===== config.mk =====
export PLATFORM = sky130hd
export DESIGN_NAME = quad_step_decoder
export DESIGN_NICKNAME = d
export VERILOG_FILES = /design/src/rtl/quad_step_decoder.sv
export SDC_FILE = /design/constraint.sdc
export NUM_CORES = 1
export LEC_CHECK = 0
export ABC_AREA = 1
export BUFFER_PORTS_ARGS = -buffer_cell sky130_fd_sc_hd__buf_4
export CAP_MARGIN = 20
export CORE_MARGIN = 2
export CORE_UTILIZATION = 30
export CTS_BUF_LIST = sky130_fd_sc_hd__clkbuf_16
export DETAILED_ROUTE_END_ITERATION = 8
export GPL_TIMING_DRIVEN = 0
export PLACE_DENSITY = 0.57
export SKIP_CTS_REPAIR_TIMING = 1
export SYNTH_ARGS = -nofsm -noshare
export SYNTH_HDL_FRONTEND = slang
export SYNTH_SLANG_ARGS = --single-unit

===== constraint.sdc =====
create_clock -name clock -period 2.5 [get_ports clock]
set_input_delay 0.5 -clock clock [delete_from_list [all_inputs] [get_ports clock]]
set_output_delay 0.5 -clock clock [all_outputs]
set_load 0.01 [all_outputs]

===== src/rtl/quad_step_decoder.sv =====
// Quadrature step decoder: synchronizes and glitch-filters raw A/B pins, then emits step/direction/error pulses.
// Define QDEC_POSITION_EN to add a wrapping up/down position register fed by the step pulses.
module quad_step_decoder #(
  parameter int SYNC_STAGES = 2,
  parameter int FILTER_LEN  = 3,
  parameter int POS_WIDTH   = 4
) (
  input  logic                 clock,
  input  logic                 reset,
  input  logic                 quad_a,
  input  logic                 quad_b,
  output logic                 up_down,
  output logic                 enable,
  output logic                 error,
  output logic                 primed
`ifdef QDEC_POSITION_EN
  ,
  output logic [POS_WIDTH-1:0] position
`endif
);

  localparam int CW = $clog2(FILTER_LEN + 1);

  typedef enum logic {ST_UNPRIMED, ST_TRACK} state_t;

  if (SYNC_STAGES < 2 || FILTER_LEN < 1 || POS_WIDTH < 1) begin : g_param_check
    $error("quad_step_decoder: illegal parameter value");
  end

  // {from,to} pairs of the A-leads-B sequence 00->10->11->01->00
  function automatic logic step_is_up(input logic [1:0] from_ab, input logic [1:0] to_ab);
    case ({from_ab, to_ab})
      4'b0010, 4'b1011, 4'b1101, 4'b0100: step_is_up = 1'b1;
      default:                            step_is_up = 1'b0;
    endcase
  endfunction

  logic [SYNC_STAGES-1:0] sync_a_q, sync_b_q, sync_vld_q;
  logic [1:0]             synced;
  logic [1:0][CW-1:0]     cnt_q, cnt_d;
  logic [1:0]             filt_q, filt_d;
  logic [1:0]             fvld_q, fvld_d;
  logic [CW-1:0]          cnt_nxt;

  state_t                 state_q, state_d;
  logic [1:0]             prev_q, prev_d;
  logic [1:0]             delta;
  logic                   primed_q, primed_d;
  logic                   up_q, up_d;
  logic                   en_q, en_d;
  logic                   err_q, err_d;

  // sync_vld_q marks when the chain holds real pin samples again after reset
  always_ff @(posedge clock) begin
    if (reset) begin
      sync_a_q   <= '0;
      sync_b_q   <= '0;
      sync_vld_q <= '0;
    end else begin
      sync_a_q   <= {sync_a_q[SYNC_STAGES-2:0], quad_a};
      sync_b_q   <= {sync_b_q[SYNC_STAGES-2:0], quad_b};
      sync_vld_q <= {sync_vld_q[SYNC_STAGES-2:0], 1'b1};
    end
  end

  assign synced = {sync_a_q[SYNC_STAGES-1], sync_b_q[SYNC_STAGES-1]};

  // Before a channel is valid the counter measures a run of identical samples from scratch;
  // afterwards it measures how long the sample has disagreed with the filtered level.
  always_comb begin
    cnt_d   = cnt_q;
    filt_d  = filt_q;
    fvld_d  = fvld_q;
    cnt_nxt = '0;
    if (sync_vld_q[SYNC_STAGES-1]) begin
      for (int i = 0; i < 2; i++) begin
        if (!fvld_q[i]) begin
          cnt_nxt   = (synced[i] == filt_q[i]) ? cnt_q[i] + 1'b1 : CW'(1);
          filt_d[i] = synced[i];
          if (cnt_nxt == CW'(FILTER_LEN)) begin
            fvld_d[i] = 1'b1;
            cnt_d[i]  = '0;
          end else begin
            cnt_d[i] = cnt_nxt;
          end
        end else if (synced[i] == filt_q[i]) begin
          cnt_d[i] = '0;
        end else begin
          cnt_nxt = cnt_q[i] + 1'b1;
          if (cnt_nxt == CW'(FILTER_LEN)) begin
            filt_d[i] = synced[i];
            cnt_d[i]  = '0;
          end else begin
            cnt_d[i] = cnt_nxt;
          end
        end
      end
    end
  end

  always_ff @(posedge clock) begin
    if (reset) begin
      cnt_q  <= '0;
      filt_q <= '0;
      fvld_q <= '0;
    end else begin
      cnt_q  <= cnt_d;
      filt_q <= filt_d;
      fvld_q <= fvld_d;
    end
  end

  assign delta = filt_q ^ prev_q;

  // Priming uses the filter's next state so primed rises with the last accepted sample.
  always_comb begin
    state_d  = state_q;
    prev_d   = prev_q;
    primed_d = primed_q;
    up_d     = up_q;
    en_d     = 1'b0;
    err_d    = 1'b0;
    case (state_q)
      ST_UNPRIMED: begin
        if (&fvld_d) begin
          prev_d   = filt_d;
          primed_d = 1'b1;
          state_d  = ST_TRACK;
        end
      end
      ST_TRACK: begin
        if (delta == 2'b11) begin
          err_d  = 1'b1;
          prev_d = filt_q;
        end else if (delta != 2'b00) begin
          en_d   = 1'b1;
          up_d   = step_is_up(prev_q, filt_q);
          prev_d = filt_q;
        end
      end
      default: state_d = ST_UNPRIMED;
    endcase
  end

  always_ff @(posedge clock) begin
    if (reset) begin
      state_q  <= ST_UNPRIMED;
      prev_q   <= '0;
      primed_q <= 1'b0;
      up_q     <= 1'b0;
      en_q     <= 1'b0;
      err_q    <= 1'b0;
    end else begin
      state_q  <= state_d;
      prev_q   <= prev_d;
      primed_q <= primed_d;
      up_q     <= up_d;
      en_q     <= en_d;
      err_q    <= err_d;
    end
  end

  assign up_down = up_q;
  assign enable  = en_q;
  assign error   = err_q;
  assign primed  = primed_q;

`ifdef QDEC_POSITION_EN
  logic [POS_WIDTH-1:0] pos_q, pos_d;

  always_comb begin
    pos_d = pos_q;
    if (en_q) begin
      pos_d = up_q ? pos_q + 1'b1 : pos_q - 1'b1;
    end
  end

  always_ff @(posedge clock) begin
    if (reset) begin
      pos_q <= '0;
    end else begin
      pos_q <= pos_d;
    end
  end

  assign position = pos_q;
`endif

endmodule

==> metrics.txt, run 1 <==
via count=869; Vias/cell=4.434; Die Span Y=61.98 um; Finished Layout Cells=196; Final Util=36.57%; clock skew=0.003222 ns; status=completed; Hold Path Cell Cnt=2; Routed WL per cell=9.786 um; Seq/Total Area, Yosys=41.69%; num ports=8; WP data required=2.65 ns; std cell rows=21; Iter 0 DRT Violations=26; max-cap violations=0; Rel. slew slack=69.35%; DRC errors left=0; post-route minimum period=1.470 ns; Filler cells=346; most frequent CP cell=nand3_2; Inst Count DP=192; Detailed Place HPWL=1416 um; antenna violations before repair=0; max incr delay on CP=0.41 ns; share of cells above drive strength 1=16.00%; Slew Viols, Final=0; yosys warns=0; Setup crit end kind=register; core area=3284 um2; Post-layout nets=161; post-synthesis cell area=1008 um2; first-pass GRT wire length=3312 um; total die area=3842 um2; largest net degree at the start of global routing=14; total gr overflow=0; Initial Utilization=30.70%; Pwr per Cell Area=655.2 nW/um2; synthesized area per cell=7.255 um2; Num CTS Buffers=3; DR pass1 iterations=4; CP max-delay cell=dfxtp_1; Post-DRT Antenna Nets=0; worst-path fanout max=6; I/O Buffers=7; R2R depth=7; WL final=1918 um; crit-path cells=inv_1, ha_1, nand3_2, nand2_1, nand3_2, a21oi_1, nor2_1; CTS Sinks=21; Leakage=0.5382 nW; CTS tree=yes; diodes inserted=0; gpl congestion=0.8530; Die Wd=61.98 um; clk buf depth=2; DP Worst Slack=1.042 ns; final worst-path cycle share=58.81%; CP Class=reg -> reg; final hold slack=0.4004 ns; Final Worst Setup Slack=1.030 ns; Cell variety after synth=18; Worst-Skew Late Latency=0.25 ns; post-synthesis cell count=139; clk root buf=clkbuf_16; Total Routing Usage GR=11.90%; crit path DAT=1.62 ns; CTS HTree Levels=1; Hold Path Class=reg -> reg; fmax=0.6802 GHz; Peak VDD IR=0.0004484 V; Fin. Hold Viols=0; Worst setup SP type=register; Synth Register Bits=21; Clock transition at path regs=0.06 ns; setup TNS=0 ns; synth-to-layout area growth=19.11%; RSZ-0062 raised after global routing=false; Final setup viols=0; Slew @ Worst Pin=0.4598 ns; syn nets=149; via count of the first global-routing pass=785
==> final timing paths <==
check,from,to,slack [ns]
max,cnt_q[0],prev_q[0],1.03
min,sync_a_q[0],sync_a_q[1],0.40
max reg2reg,cnt_q[0],prev_q[0],1.03
min reg2reg,sync_a_q[0],sync_a_q[1],0.40
==> final cells by class <==
cell class / count / area [um2] / share of cell area [%]
sequential: 21 / 420.4 / 35.00
buffer: 2 / 8.758 / 0.7292
timing repair buffer: 7 / 52.55 / 4.375
clock buffer: 3 / 75.07 / 6.250
multi-input combinational: 93 / 493.0 / 41.04
clock inverter: 1 / 7.507 / 0.6250
tap: 46 / 57.56 / 4.792
inverter: 23 / 86.33 / 7.188
==> cell usage in the layout (no fill, tap or decap), drive strengths merged <==
cell      Yosys  layout
a31oi         4       4
ha            6       6
buf           1       8
nor3          1       1
dfxtp        21      21
nand4         4       4
nand2        34      34
o21ai        10      10
nor2         16      16
inv          23      23
nand3        10      10
a21oi         7       7
clkbuf        1       4
or2           1       1
clkinvlp      0       1
==> through the flow <==
step,instance area (um2),total power [mW]
CTS,1201,0.7970
floorplan,1008,0.4274
global route,1201,0.8284
detailed placement,1119,0.4497
global placement,1119,0.4458
finish,1201,0.7870
==> sequential cells by signal (all words and copies together), names as in the netlist <==
name and count:
state_q 1, filt_q 2, primed 1, fvld_q 2
sync_vld_q 2, sync_a_q 2, sync_b_q 2, enable 1
error 1, up_down 1, prev_q 2, cnt_q 4
==> where the power goes <==
part / internal, mW / switching [mW] / total [mW]
Combinational: 0.0298 / 0.0529 / 0.0827
Sequential: 0.349 / 0.0119 / 0.361
Clock: 0.216 / 0.127 / 0.344
==> cell families after synthesis <==
group | count (synthesis) | share of synthesized area [%]
AOI/OAI and AO/OA | 21 | 11.29
adders and majority gates | 6 | 7.444
buffers and inverters | 25 | 9.429
DFF | 21 | 41.69
and+or+nand+nor | 66 | 30.15
==> routing by layer <==
layer,GRT usage [%],routed length [um]
met5,0,0
met4,4.255,34
met3,4.969,84
met2,19.20,898
met1,14.16,900
==> critical path, delay by kind of cell, from the launching register on <==
| kind | cells | cell delay [ns] |
|---|---|---|
| AOI/OAI and AO/OA | 1 | 0.15 |
| and+or+nand+nor | 4 | 0.38 |
| adders and majority gates | 1 | 0.33 |
| DFF | 1 | 0.41 |
| buffers and inverters | 1 | 0.09 |
==> cells in the mapped netlist <==
master    instances  area share, %
ha_1              6            7.4
a21oi_2           1           0.87
nor3_1            1           0.50
buf_2             1           0.50
inv_2             2           0.74
o21ai_0          10            5.0
a31oi_1           4            2.5
nand2_1          28             10
inv_1            21            7.8
nand4_1           4            2.5
nor2_1           16            6.0
nand3_2           3            3.0
or2_1             1           0.62
dfxtp_1          21             42
clkbuf_1          1           0.37
nand3_1           7            3.5
nand2_2           6            3.7
a21oi_1           6            3.0
(Power assumes the default switching activity.)
==> run 2: changes to the inputs <==
- PLACE_DENSITY: 0.57 -> 0.58
- clock period: 2.5 -> 1.3 ns (I/O delays scaled with it)
==> run 2 against run 1 <==
Count of clock-buffer cells in the layout did not move. Largest power group unchanged. Hold slack worse by 0.20 ns. Cell count increased by 3.6%. Clock power grew 94%. Global-route usage up 0.090 points. Setup slack worse by 1.0 ns. Utilization rose by 5.4 points. Sequential share of layout area shrank 3.4 points. Die area stayed put. Sequential power grew 93%.
==> metrics.txt, run 2 (synthesis results as in run 1) <==
clock skew=0.002354 ns (was 0.003222 ns); Num CTS Buffers=3 (unchanged); std cell rows=21 (unchanged); Final Worst Setup Slack=0.02200 ns (was 1.030 ns); CTS HTree Levels=1 (unchanged); Hold Path Class=in -> reg (was reg -> reg); max-cap violations=0 (unchanged); Setup crit end kind=register (unchanged); Die Span Y=61.98 um (unchanged); Peak VDD IR=0.0008492 V (was 0.0004484 V); Post-DRT Antenna Nets=0 (unchanged); RR Endpoint=prev_q[1] (was prev_q[0]); Fin. Hold Viols=0 (unchanged); status=completed (unchanged); Detailed Place HPWL=1448 um (was 1416 um); synth-to-layout area growth=36.60% (was 19.11%); share of cells above drive strength 1=34.39% (was 16.00%); Filler cells=326 (was 346); Leakage=0.5961 nW (was 0.5382 nW); Iter 0 DRT Violations=26 (unchanged); Top reg by flops=cnt_q (unchanged); Clock transition at path regs=0.06 ns (about the same); post-route minimum period=1.278 ns (was 1.470 ns); DR WL met3=84 um (unchanged); first-pass GRT wire length=3249 um (was 3312 um); WHS Endpoint=sync_b_q[0] (was sync_a_q[1]); Die Wd=61.98 um (unchanged); total gr overflow=0 (unchanged); crit path DAT=1.43 ns (was 1.62 ns); commonest non-fill, non-tap cell in the layout=nand2_1 (unchanged); Hold Path Cell Cnt=3 (was 2); R2R depth=7 (unchanged); I/O Buffers=7 (unchanged); CTS Sinks=21 (unchanged); worst reg2reg setup slack=0.02 ns (was 1.03 ns); antenna violations before repair=0 (unchanged); Vias/cell=4.498 (was 4.434); max reg flops=4 (unchanged); Final setup viols=0 (unchanged); Inst Count DP=192 (unchanged); Routed met1 length=943 um (was 900 um); Worst setup SP type=register (unchanged); fmax=0.7825 GHz (was 0.6802 GHz); diodes inserted=0 (unchanged); Slew Viols, Final=0 (unchanged); DR pass1 iterations=4 (unchanged); Rel. slew slack=72.27% (was 69.35%); WL met2=1050 um (was 898 um); gpl congestion=0.8196 (was 0.8530); num ports=8 (unchanged); largest net degree at the start of global routing=14 (unchanged); total die area=3842 um2 (unchanged); Finished Layout Cells=203 (was 196); hold path start=quad_b (was sync_a_q[0]); Initial Utilization=30.70% (unchanged); CP Class=reg -> reg (unchanged); final worst-path cycle share=98.31% (was 58.81%); Total Routing Usage GR=11.99% (was 11.90%); Pwr per Cell Area=1152 nW/um2 (was 655.2 nW/um2); clk root buf=clkbuf_16 (unchanged); final hold slack=0.2004 ns (was 0.4004 ns); post-placement cell area=1120 um2 (was 1119 um2); Slew @ Worst Pin=0.4159 ns (was 0.4598 ns); WP data required=1.45 ns (was 2.65 ns); Post-layout nets=168 (was 161); max layer used=met4 (unchanged); Worst-Skew Late Latency=0.26 ns (was 0.25 ns); most frequent cells in the layout=nand2_1 (25), inv_1 (17), nor2_1 (16) (was nand2_1 (28), inv_1 (21), dfxtp_1 (21)); CTS tree=yes (unchanged); worst-path fanout max=5 (was 6); final instance area=1378 um2 (was 1201 um2); DRC errors left=0 (unchanged); core area=3284 um2 (unchanged); RSZ-0062 raised after global routing=true (was false); DP Worst Slack=-0.1792 ns (was 1.042 ns); clk buf depth=2 (unchanged); WL final=2118 um (was 1918 um); Routed WL per cell=10.43 um (was 9.786 um); via count of the first global-routing pass=774 (was 785); via count=913 (was 869); RR Startpoint=cnt_q[2] (was cnt_q[0])
run 2: cell count changes in the layout (fill, tap and decap cells not counted), sizes merged:
cell | previous run | this run
buf | 8 | 15
run 2: worst max-delay path: stages, from the launching register on:
cell and delay, ns:
dfxtp_4 0.37, inv_4 0.05, ha_4 0.28, nand3_4 0.08
nand2_4 0.10, nand3_4 0.11, a21oi_1 0.14, nor2_1 0.05
run 2: power by group:
part / total, mW / internal, mW / switching, mW
logic: 0.223 / 0.0939 / 0.129
registers: 0.695 / 0.671 / 0.0248
clock network: 0.669 / 0.417 / 0.252
total: 1.59 / 1.18 / 0.406
run 2: cell type report:
class                   count  area, um2  share of cell area (%)
repair buffers             14      105.1                   7.629
flip-flops and latches     21      435.4                   31.61
clock inverters             1      7.507                  0.5450
well taps                  46      57.56                   4.178
plain buffers               2      8.758                  0.6358
inverters                  23      91.34                   6.630
clock buffers               3      75.07                   5.450
multi-input cells          93      596.8                   43.32
run 2: worst max path at each step:
stage	to	depth (start not counted)	from
2_1_floorplan	prev_q[0]	7	cnt_q[2]
3_3_place_gp	prev_q[1]	7	cnt_q[2]
3_5_place_dp	prev_q[0]	7	cnt_q[2]
4_1_cts	prev_q[0]	7	cnt_q[2]
5_1_grt	prev_q[1]	8	cnt_q[2]
6_report	prev_q[1]	7	cnt_q[2]
run 2: stage by stage:
stage          setup TNS, ns  power [mW]  util (%)
2_1_floorplan              0      0.8224         -
3_3_place_gp         -0.3010      0.8571     34.10
3_5_place_dp         -0.3901      0.8662     34.10
4_1_cts              -0.4244       1.534     36.61
5_1_grt              -0.1080       1.659     41.94
6_report                   0       1.587     41.94
run 2: per-layer routing:
metal  GRT usage (%)  vias to the layer above
met1           14.81                      417
met2           17.71                       13
met5               0                        -
li1                -                      479
met3           4.969                        4
met4           6.383                        0
